--- src/rtl/gnpu_pkg.sv ---
// Shared GNPU definitions: activation-buffer state encoding, element-width
// one-hot constants and the beats-per-tile helper.
package gnpu_pkg;

    typedef enum logic [1:0] {
        BUF_EMPTY    = 2'd0,
        BUF_FILLING  = 2'd1,
        BUF_FULL     = 2'd2,
        BUF_DRAINING = 2'd3
    } buf_state_e;

    localparam logic [2:0] WIDTH_1B = 3'b001;
    localparam logic [2:0] WIDTH_2B = 3'b010;
    localparam logic [2:0] WIDTH_4B = 3'b100;

    function automatic logic is_legal_width(input logic [2:0] w);
        return (w == WIDTH_1B) || (w == WIDTH_2B) || (w == WIDTH_4B);
    endfunction

    // A tile is SARRAY_H rows of SARRAY_H*4 bytes; narrower elements need more beats.
    function automatic int beats_per_tile(input int sarray_h, input logic [2:0] w);
        case (w)
            WIDTH_1B: return 4 * sarray_h;
            WIDTH_2B: return 2 * sarray_h;
            default:  return sarray_h;
        endcase
    endfunction

endpackage

--- src/rtl/a_buf_ctrl_if.sv ---
// Loader-to-controller beat handshake for the activation-buffer controller.
interface a_buf_ctrl_if #(
    parameter int LOAD_W = 128
);
    logic              ld_valid_i;
    logic              ld_ready_o;
    logic [2:0]        ld_width_i;
    logic [LOAD_W-1:0] ld_data_i;

    modport master (output ld_valid_i, ld_width_i, ld_data_i, input ld_ready_o);
    modport slave  (input ld_valid_i, ld_width_i, ld_data_i, output ld_ready_o);
endinterface

--- src/rtl/a_buf_ctrl_slot.sv ---
// One activation buffer's lifecycle: EMPTY -> FILLING -> FULL -> DRAINING -> EMPTY,
// with a shared beat/row counter and the width latched on the first beat.
module a_buf_ctrl_slot
    import gnpu_pkg::*;
#(
    parameter int SARRAY_H = 4
) (
    input  logic       clk,
    input  logic       rst_n,
    input  logic       wr_en,
    input  logic       rd_en,
    input  logic       sa_ready_i,
    input  logic [2:0] ld_width_i,
    output buf_state_e state_o,
    output logic [2:0] width_o,
    output logic       last_beat_o,
    output logic       rd_fire_o,
    output logic       last_row_o,
    output logic       drain_done_o,
    output logic       err_set_o
);
    localparam int CNT_W = $clog2(4 * SARRAY_H + 1);

    buf_state_e       state_q, state_d;
    logic [CNT_W-1:0] cnt_q, cnt_d;
    logic [2:0]       width_q, width_d;
    logic [2:0]       first_width;
    logic [CNT_W-1:0] first_beats;

    assign first_width = is_legal_width(ld_width_i) ? ld_width_i : WIDTH_4B;
    assign first_beats = CNT_W'(beats_per_tile(SARRAY_H, first_width));
    assign state_o     = state_q;

    // NOTE: state registers use non-blocking assignments so every flop samples pre-edge values.
    always_ff @(posedge clk or negedge rst_n) begin
        if (!rst_n) begin
            state_q <= BUF_EMPTY;
            cnt_q   <= '0;
            width_q <= '0;
        end else begin
            state_q <= state_d;
            cnt_q   <= cnt_d;
            width_q <= width_d;
        end
    end

    // NOTE: every output of this block gets a default first, so no path can infer a latch.
    always_comb begin
        state_d      = state_q;
        cnt_d        = cnt_q;
        width_d      = width_q;
        width_o      = (state_q == BUF_EMPTY) ? first_width : width_q;
        last_beat_o  = 1'b0;
        rd_fire_o    = 1'b0;
        last_row_o   = 1'b0;
        drain_done_o = 1'b0;
        err_set_o    = 1'b0;
        case (state_q)
            BUF_EMPTY: if (wr_en) begin
                width_d   = first_width;
                err_set_o = ~is_legal_width(ld_width_i);
                cnt_d     = first_beats - CNT_W'(1);
                if (first_beats == CNT_W'(1)) begin
                    state_d     = BUF_FULL;
                    last_beat_o = 1'b1;
                end else begin
                    state_d = BUF_FILLING;
                end
            end
            BUF_FILLING: if (wr_en) begin
                cnt_d = cnt_q - CNT_W'(1);
                if (cnt_q == CNT_W'(1)) begin
                    state_d     = BUF_FULL;
                    last_beat_o = 1'b1;
                end
            end
            BUF_FULL: if (rd_en) begin
                state_d = BUF_DRAINING;
                cnt_d   = CNT_W'(SARRAY_H);
            end
            BUF_DRAINING: if (rd_en) begin
                // Count exhausted: the last row went out last cycle, release the buffer now.
                if (cnt_q == '0) begin
                    state_d      = BUF_EMPTY;
                    drain_done_o = 1'b1;
                end else if (sa_ready_i) begin
                    rd_fire_o  = 1'b1;
                    last_row_o = (cnt_q == CNT_W'(1));
                    cnt_d      = cnt_q - CNT_W'(1);
                end
            end
            default: state_d = BUF_EMPTY;
        endcase
    end

endmodule

--- src/rtl/a_buf_ctrl.sv ---
// Double-buffered activation-buffer controller: ping-pong fill/drain with registered
// write/read strobes. Define A_BUF_CTRL_PERF_EN to build the saturating perf counters.
module a_buf_ctrl
    import gnpu_pkg::*;
#(
    parameter int SARRAY_H = 4,
    parameter int LOAD_W   = SARRAY_H * 32
) (
    input  logic              clk,
    input  logic              rst_n,
    a_buf_ctrl_if.slave       ld,
    output logic              wr_valid_o,
    output logic              wr_id_o,
    output logic [2:0]        wr_width_o,
    output logic [LOAD_W-1:0] wr_data_o,
    input  logic              sa_ready_i,
    output logic              rd_valid_o,
    output logic              rd_id_o,
    output logic              tile_done_o,
    output logic [1:0]        full_o,
    output logic              err_o,
    output logic [31:0]       perf_ld_stall_o,
    output logic [31:0]       perf_sa_idle_o
);
    buf_state_e slot_state [2];
    logic [2:0] slot_width [2];
    logic [1:0] last_beat, rd_fire, last_row, drain_done, err_set;
    logic       wr_sel, rd_sel, ld_ready, accept;

    // Ready depends on registered state only, so a buffer freed this cycle is not refilled this cycle.
    assign ld_ready    = (slot_state[wr_sel] == BUF_EMPTY) || (slot_state[wr_sel] == BUF_FILLING);
    assign ld.ld_ready_o = ld_ready;
    assign accept      = ld.ld_valid_i & ld_ready;

    for (genvar k = 0; k < 2; k++) begin : g_slot
        a_buf_ctrl_slot #(.SARRAY_H(SARRAY_H)) u_slot (
            .clk          (clk),
            .rst_n        (rst_n),
            .wr_en        (accept && (wr_sel == 1'(k))),
            .rd_en        (rd_sel == 1'(k)),
            .sa_ready_i   (sa_ready_i),
            .ld_width_i   (ld.ld_width_i),
            .state_o      (slot_state[k]),
            .width_o      (slot_width[k]),
            .last_beat_o  (last_beat[k]),
            .rd_fire_o    (rd_fire[k]),
            .last_row_o   (last_row[k]),
            .drain_done_o (drain_done[k]),
            .err_set_o    (err_set[k])
        );
        assign full_o[k] = (slot_state[k] == BUF_FULL);
    end

    always_ff @(posedge clk or negedge rst_n) begin
        if (!rst_n) begin
            wr_sel      <= 1'b0;
            rd_sel      <= 1'b0;
            wr_valid_o  <= 1'b0;
            wr_id_o     <= 1'b0;
            wr_width_o  <= '0;
            wr_data_o   <= '0;
            rd_valid_o  <= 1'b0;
            rd_id_o     <= 1'b0;
            tile_done_o <= 1'b0;
            err_o       <= 1'b0;
        end else begin
            wr_valid_o <= accept;
            if (accept) begin
                wr_id_o    <= wr_sel;
                wr_width_o <= slot_width[wr_sel];
                wr_data_o  <= ld.ld_data_i;
                if (last_beat[wr_sel]) wr_sel <= ~wr_sel;
            end
            rd_valid_o  <= rd_fire[rd_sel];
            tile_done_o <= rd_fire[rd_sel] & last_row[rd_sel];
            if (rd_fire[rd_sel]) rd_id_o <= rd_sel;
            if (drain_done[rd_sel]) rd_sel <= ~rd_sel;
            if (|err_set) err_o <= 1'b1;
        end
    end

`ifdef A_BUF_CTRL_PERF_EN
    logic [31:0] stall_q, idle_q;

    always_ff @(posedge clk or negedge rst_n) begin
        if (!rst_n) begin
            stall_q <= '0;
            idle_q  <= '0;
        end else begin
            if (ld.ld_valid_i && !ld_ready && stall_q != '1) stall_q <= stall_q + 32'd1;
            if (sa_ready_i && rd_fire == 2'b00 && idle_q != '1) idle_q <= idle_q + 32'd1;
        end
    end

    assign perf_ld_stall_o = stall_q;
    assign perf_sa_idle_o  = idle_q;
`else
    assign perf_ld_stall_o = '0;
    assign perf_sa_idle_o  = '0;
`endif

endmodule

--- src/flat_wrapper.sv ---
// flat-port wrapper written by rule: the top's interface ports become plain ports
module a_buf_ctrl_flat import gnpu_pkg::*;
#(
    parameter int SARRAY_H = 4,
    parameter int LOAD_W   = SARRAY_H * 32
)
  (clk, rst_n, wr_valid_o, wr_id_o, wr_width_o, wr_data_o, sa_ready_i, rd_valid_o, rd_id_o, tile_done_o, full_o, err_o, perf_ld_stall_o, perf_sa_idle_o, ld_ld_valid_i, ld_ld_width_i, ld_ld_data_i, ld_ld_ready_o);
  a_buf_ctrl_if #(.LOAD_W(LOAD_W)) ld_i ();
  input  logic clk;
  input  logic rst_n;
  output logic wr_valid_o;
  output logic wr_id_o;
  output logic [2:0] wr_width_o;
  output logic [LOAD_W-1:0] wr_data_o;
  input  logic sa_ready_i;
  output logic rd_valid_o;
  output logic rd_id_o;
  output logic tile_done_o;
  output logic [1:0] full_o;
  output logic err_o;
  output logic [31:0] perf_ld_stall_o;
  output logic [31:0] perf_sa_idle_o;
  input wire logic [$bits(ld_i.ld_valid_i)-1:0] ld_ld_valid_i;
  input wire logic [$bits(ld_i.ld_width_i)-1:0] ld_ld_width_i;
  input wire logic [$bits(ld_i.ld_data_i)-1:0] ld_ld_data_i;
  output wire logic [$bits(ld_i.ld_ready_o)-1:0] ld_ld_ready_o;
  assign ld_i.ld_valid_i = ld_ld_valid_i;
  assign ld_i.ld_width_i = ld_ld_width_i;
  assign ld_i.ld_data_i = ld_ld_data_i;
  assign ld_ld_ready_o = ld_i.ld_ready_o;
  a_buf_ctrl #(.SARRAY_H(SARRAY_H), .LOAD_W(LOAD_W)) u_core (.clk(clk), .rst_n(rst_n), .ld(ld_i), .wr_valid_o(wr_valid_o), .wr_id_o(wr_id_o), .wr_width_o(wr_width_o), .wr_data_o(wr_data_o), .sa_ready_i(sa_ready_i), .rd_valid_o(rd_valid_o), .rd_id_o(rd_id_o), .tile_done_o(tile_done_o), .full_o(full_o), .err_o(err_o), .perf_ld_stall_o(perf_ld_stall_o), .perf_sa_idle_o(perf_sa_idle_o));
endmodule
--- config.mk ---
export PLATFORM = sky130hd
export DESIGN_NAME = a_buf_ctrl_flat
export DESIGN_NICKNAME = d
export VERILOG_FILES = /design/src/rtl/gnpu_pkg.sv /design/src/rtl/a_buf_ctrl_if.sv /design/src/rtl/a_buf_ctrl_slot.sv /design/src/rtl/a_buf_ctrl.sv /design/src/flat_wrapper.sv
export SDC_FILE = /design/constraint.sdc
export NUM_CORES = 1
export LEC_CHECK = 0
export BUFFER_PORTS_ARGS = -buffer_cell sky130_fd_sc_hd__buf_2
export CORE_AREA = 3 3 131 133
export CTS_CLUSTER_SIZE = 30
export DETAILED_ROUTE_END_ITERATION = 8
export DIE_AREA = 0 0 134 136
export PLACE_DENSITY_LB_ADDON = 0.2
export SYNTH_ARGS = -nofsm -noshare
export SYNTH_HDL_FRONTEND = slang
export SYNTH_SLANG_ARGS = --single-unit
--- constraint.sdc ---
create_clock -name clk -period 3.4 [get_ports clk]
set_input_delay 0.34 -clock clk [delete_from_list [all_inputs] [get_ports clk]]
set_output_delay 0.34 -clock clk [all_outputs]
set_load 0.03 [all_outputs]
# After elaboration in Yosys (flattened, before gate mapping)
# Cells that the tools add are included.
# word_totals
regBits	159
input_bits	135
out_inout_bits	204
# classes
add_sub_neg	3
n_lt_le_gt_ge	3
eq_ne	31
n_mux	75
bitwise	6
n_reduce_logical	18
# ops
operator	n
$mux W5	12
$pmux W5 S4	2
$mux W1	34
$mux W2	16
$ne A2 B2 Y1 const B	14
$reduce_and A6 Y1	4
$mux W3	6
$pmux W2 S4	2
$eq A5 B1 Y1 const B	3
$sub A5 B1 Y5 const B	3
$logic_not A5 Y1	2
$pmux W5 S2	1
$eq A2 B2 Y1 const B	4
$eq A2 B1 Y1 const B	3
$eq A3 B1 Y1 const B	2
$eq A3 B2 Y1 const B	2
$logic_not A2 Y1	3
$reduce_and A2 Y1	3
$lt A1 B2 Y1 const B	2
$ne A2 B1 Y1 const B	2
$pmux W1 S2	2
$eq A3 B3 Y1 const B	1
$logic_or A1 B1 Y1	3
$not A1 Y1	3
5 further kinds	7

# Longest topological paths before layout
# depth
depth_word	13
mapped_depth	7
depth_no_buf	6

# Cells and area by module
# From an unflattened synthesis, not the netlist that was laid out.
# unflattened
hier_cells	545
hier_area_um2	7673.6
# modules_own_cells
module	instances	cells_per_inst	area_each_um2
a_buf_ctrl	1	381	6168.4
a_buf_ctrl_slot at u_core.g_slot[1].u_slot	1	83	765.7
a_buf_ctrl_slot at u_core.g_slot[0].u_slot	1	81	739.5

# Least setup slack after synthesis
# Ideal clock, no wire load.
# synth_timing
path_type	flip-flop to flip-flop
from	register u_core.g_slot[1].u_slot.state_q[0]
to	register u_core.g_slot[1].u_slot.cnt_q[0]
setup_time_ns	0.128
t_arrival_ns	1.910
path_slack_ns	1.362
stages_incl_launch_ff	8
path_buffers	1
period_less_slack_ns	2.038
cell_sequence	dfrtp_1 inv_1 ha_1 nor2b_1 o22a_1 or2_1 clkbuf_1 mux2_1
# synth_rtl
element	line	source
start: declaration	a_buf_ctrl_slot.sv:24	buf_state_e state_q, state_d;
start signal: assignment	a_buf_ctrl_slot.sv:41	state_q <= state_d;
$eq A2 B2 Y1 (*)	-	
named net full_o[1]	flat_wrapper.sv:19	output logic [1:0] full_o;
$ne A2 B1 Y1 (no line)	-	
$reduce_and A6 Y1 (no line)	-	
end signal: assignment	a_buf_ctrl_slot.sv:42	cnt_q <= cnt_d;
end: declaration	a_buf_ctrl_slot.sv:25	logic [CNT_W-1:0] cnt_q, cnt_d;
# Mark *: on every way through the listed nets, which the timed path passes. The rest lies on a longest branch. The select of a mux whose other input is x is not followed.
# A chain may end at the register's enable or synchronous reset.

# Worst setup path after layout
# layout_timing
from	register u_core.wr_sel
to	register u_core.wr_data_o[3]
# layout_via
elab_chain_cells	7
# layout_rtl
element	line	source
start: declaration	a_buf_ctrl.sv:28	logic wr_sel, rd_sel, ld_ready, accept;
start signal: assignment	a_buf_ctrl.sv:72	if (last_beat[wr_sel]) wr_sel <= ~wr_sel;
$not A1 Y2 (implied by the code) (*)	a_buf_ctrl.sv:31	assign ld_ready = (slot_state[wr_sel] == BUF_EMPTY) || (slot_state[wr_sel] == BUF_FILLING);
$mux W2 (implied by the code) (*) (3 in a row)	a_buf_ctrl.sv:31	
$eq A2 B1 Y1 or $logic_not A2 Y1 (tied branches)	a_buf_ctrl.sv:31	
$logic_or A1 B1 Y1 (*)	a_buf_ctrl.sv:31	
$and A1 B1 Y1 (*)	a_buf_ctrl.sv:33	assign accept = ld.ld_valid_i & ld_ready;
end signal: assignment	a_buf_ctrl.sv:71	wr_data_o <= ld.ld_data_i;
end: declaration	a_buf_ctrl.sv:15	output logic [LOAD_W-1:0] wr_data_o,
# Mark *: on every way between the ends. The rest lies on a longest branch, timed or not. The select of a mux whose other input is x is not followed.

==> summary.txt <==
Floorplanning
  • Initial Util: 44.8%
  • Chip Width: roughly 130 um
  • Die footprint: between 15000 and 20000 sq um
  • Std-Cell Rows: 46
  • Die Ht: approximately 140 um
  • IO Count: approximately 340
  • Core area: 15900 sq um

Clock network
  • Post-CTS Setup Inserts: 0
  • CTS H-Tree Depth: 4
  • Latest clock arrival within the worst-skew pair: about 0.42 ns
  • Clock buffer depth: 2
  • # resized after CTS: 0
  • Root buffer cell: clkbuf_16
  • Clock sinks: about 160
  • TritonCTS buffer count: 17
  • CTS Hold Bufs: 0
  • Reg clk slew, reported paths: about 0.060 ns
  • CTS tree: built

Place
  • Input/output buffers: approximately 270
  • Placed insts: roughly 1000
  • DP Wirelength: 13.2 mm
  • GP Congestion: slightly above 0.8

STA
  • Peak Freq: 0.446 GHz
  • Worst-Margin Slew: 1.05 ns
  • Setup-failing EPs final: 0
  • TNS Setup: 0 ns
  • Worst Clk Skew: 0.00963 ns
  • Unrepaired setup endpoints after global routing: no
  • Final hold slack: -0.0296 ns
  • Tmin final: 2.24 ns
  • Period utilization: about two thirds
  • Rel. slew slack: ~30%
  • Slew Viols, Final: 0
  • Final Hold Fails: 16

Synthesis
  • Syn Std Cell Area: a little over 7000 sq um
  • Top post-synthesis cells by area: dfrtp_1 56%, mux2_2 21%, buf_4 6.8%
  • Post-synth EDFFs: 0
  • Mean post-synth cell area: 13.4 sq um
  • Post-synth top flop: dfrtp_1
  • Synth top area share: between 50% and 60%
  • Asr flop ratio synth: 100%
  • Sequential element share of the synthesized area: a little under three fifths
  • Mapped Cells: between 500 and 600
  • Synth warnings: 0
  • FF+latch count, synth: approximately 160
  • Yosys top cell by area: dfrtp_1
  • Netlist cell types: 54

Drt
  • Detailed Routing Iterations Pass 1: 4
  • Via-to-Cell Ratio: 4.71
  • Drt initial violations: 175
  • Post-Route WL: ~17 mm
  • Avg WL per Cell: between 15 and 20 um
  • Remaining DRCs: 0
  • Vias: a little under 5000
  • Routed Antenna Nets: 0

Setup path
  • CP Cell Sequence: mux2i_2 > nand2_8 > mux2_2
  • Max stage delay on crit path: about 0.54 ns
  • CP delay by family, top: multiplexers
  • WP buf/inv: 0
  • Req. time, crit path: 3.69 ns
  • Critical path type: register to register
  • Setup crit start kind: register
  • Slowest-stage cell, CP: mux2_2
  • Critical Path AT: 2.53 ns
  • Crit-path max FO: 133
  • Crit end category: register

Cells and area
  • Commonest non-fill, non-tap cell in the layout: buf_2
  • Layout cell share with drive strength beyond 1: a little over half
  • Area of the multi-input gates: around 2800 sq um
  • Storage element area: about 4000 sq um
  • Fillers: approximately 1400
  • Most frequent cells in the layout: 273 x buf_2, 159 x dfrtp_1, 132 x mux2_2
  • Final non-filler cell total: ~1000
  • Nets: between 900 and 1000
  • P&R area growth vs syn: 27.3%
  • # diodes: 0

Global route
  • Largest net degree at the start of global routing: approximately 130
  • Total gr overflow: 0
  • Global-route wire length before repair: approximately 27 mm
  • Initial antenna violation count: 0
  • Tot GR Track Use: between 10% and 20%
  • Number of global-route vias before repair: 5169

Power and ir drop
  • PwrDens: about 1200 nW/um^2
  • LEAKAGE: around 4.5 nW
  • Worst VDD drop: ~0.7 mV

Run status
  • Outcome: finished with violations
  • Failing checks: hold timing

Worst hold path
  • Worst Hold Class: primary input to asynchronous set/reset pin

Flow run
  • Max_cap viols: 0
worst reg2reg max path: stages (launching register included):
cell and delay (ns):
dfrtp_1 0.49, mux2i_2 0.40, nand2_8 0.47, mux2_2 0.76
metrics by stage:
stage | hold slack (ns) | cell area (sq um) | total power, W | util [%] | worst slack [ns]
global placement | 0.444 | 8480 | 0.00861 | 53.2 | 1.28
floorplan | 0.0444 | 7380 | 0.00729 | - | 1.36
global route | 0.0311 | 9100 | 0.0113 | 57.1 | 1.06
finish | -0.0296 | 9100 | 0.0107 | 57.1 | 1.16
detailed placement | 0.457 | 8480 | 0.00877 | 53.2 | 1.22
CTS | 0.00855 | 9100 | 0.0108 | 57.1 | 1.22
cells by family after synthesis:
group	synth area share [%]
AO/OA/AOI/OAI	5.43
XOR/XNOR	0.490
adder cells (fa/ha/maj)	2.63
buffers and inverters	8.86
flip-flops	55.7
multiplexers	22.1
other	0.0525
AND/OR/NAND/NOR	4.75
state kept, by name (all words and copies together) (netlist names), 3 cells and up:
| signal | flops |
|---|---|
| u_core.g_slot.u_slot.cnt_q | 10 |
| u_core.g_slot.u_slot.state_o | 4 |
| u_core.g_slot.u_slot.width_q | 6 |
| u_core.wr_data_o | 128 |
| u_core.wr_width_o | 3 |
Yosys cell counts, types with 2 or more instances:
library cell,instances
and2_1,2
buf_2,14
ha_1,15
mux2i_1,3
nor2b_1,4
o21bai_1,2
o31ai_1,6
o22ai_1,2
nand4_1,2
nand3b_1,2
mux2_1,3
buf_6,2
a211oi_1,3
nand2_1,14
a211o_1,3
buf_4,65
clkbuf_1,3
o21ai_1,2
nor2_1,19
inv_1,11
nand3_1,3
mux2_2,132
xnor2_1,3
a21oi_1,14
dfrtp_1,159
o21ai_0,15
a31oi_1,2
nor3_1,3
where the power goes:
part           internal [W]  switching (W)  leakage [nW]  total, W
Sequential          0.00284       0.000560          1.88   0.00340
Combinational       0.00195        0.00334          2.32   0.00529
Clock               0.00126       0.000731         0.300   0.00199
worst paths after layout:
check	startpoint	endpoint	slack [ns]	cells after the start
max	u_core.wr_sel$_DFFE_PN0P_	u_core.wr_data_o[3]$_DFFE_PN0N_	1.16	3
min	rst_n	u_core.wr_data_o[31]$_DFFE_PN0N_	-0.03	1
max reg2reg	u_core.wr_sel$_DFFE_PN0P_	u_core.wr_data_o[3]$_DFFE_PN0N_	1.16	3
min reg2reg	u_core.err_o$_DFFE_PN0P_	u_core.err_o$_DFFE_PN0P_	0.47	1
max in group asynchronous	rst_n	u_core.wr_data_o[92]$_DFFE_PN0N_	2.53	2
min in group clk	ld_ld_data_i[80]	u_core.wr_data_o[80]$_DFFE_PN0N_	0.15	2
final cells by class:
cell class	count	share of cell area [%]
Tap cell	216	2.97
Multi-Input combinational cell	343	30.6
Timing Repair Buffer	276	15.4
Sequential cell	159	43.7
Clock buffer	21	5.06
Inverter	11	0.454
Clock inverter	9	1.75
layer usage:
| layer | vias up | track usage, % | wire length [um] |
|---|---|---|---|
| met2 | 242 | 32.8 | 9010 |
| li1 | 2279 | - | - |
| met1 | 2330 | 21.7 | 6480 |
| met3 | 24 | 6.51 | 1480 |
| met5 | - | 0 | 0 |
| met4 | 0 | 7.54 | 372 |
Note: power is estimated with default switching activity, not from simulation.
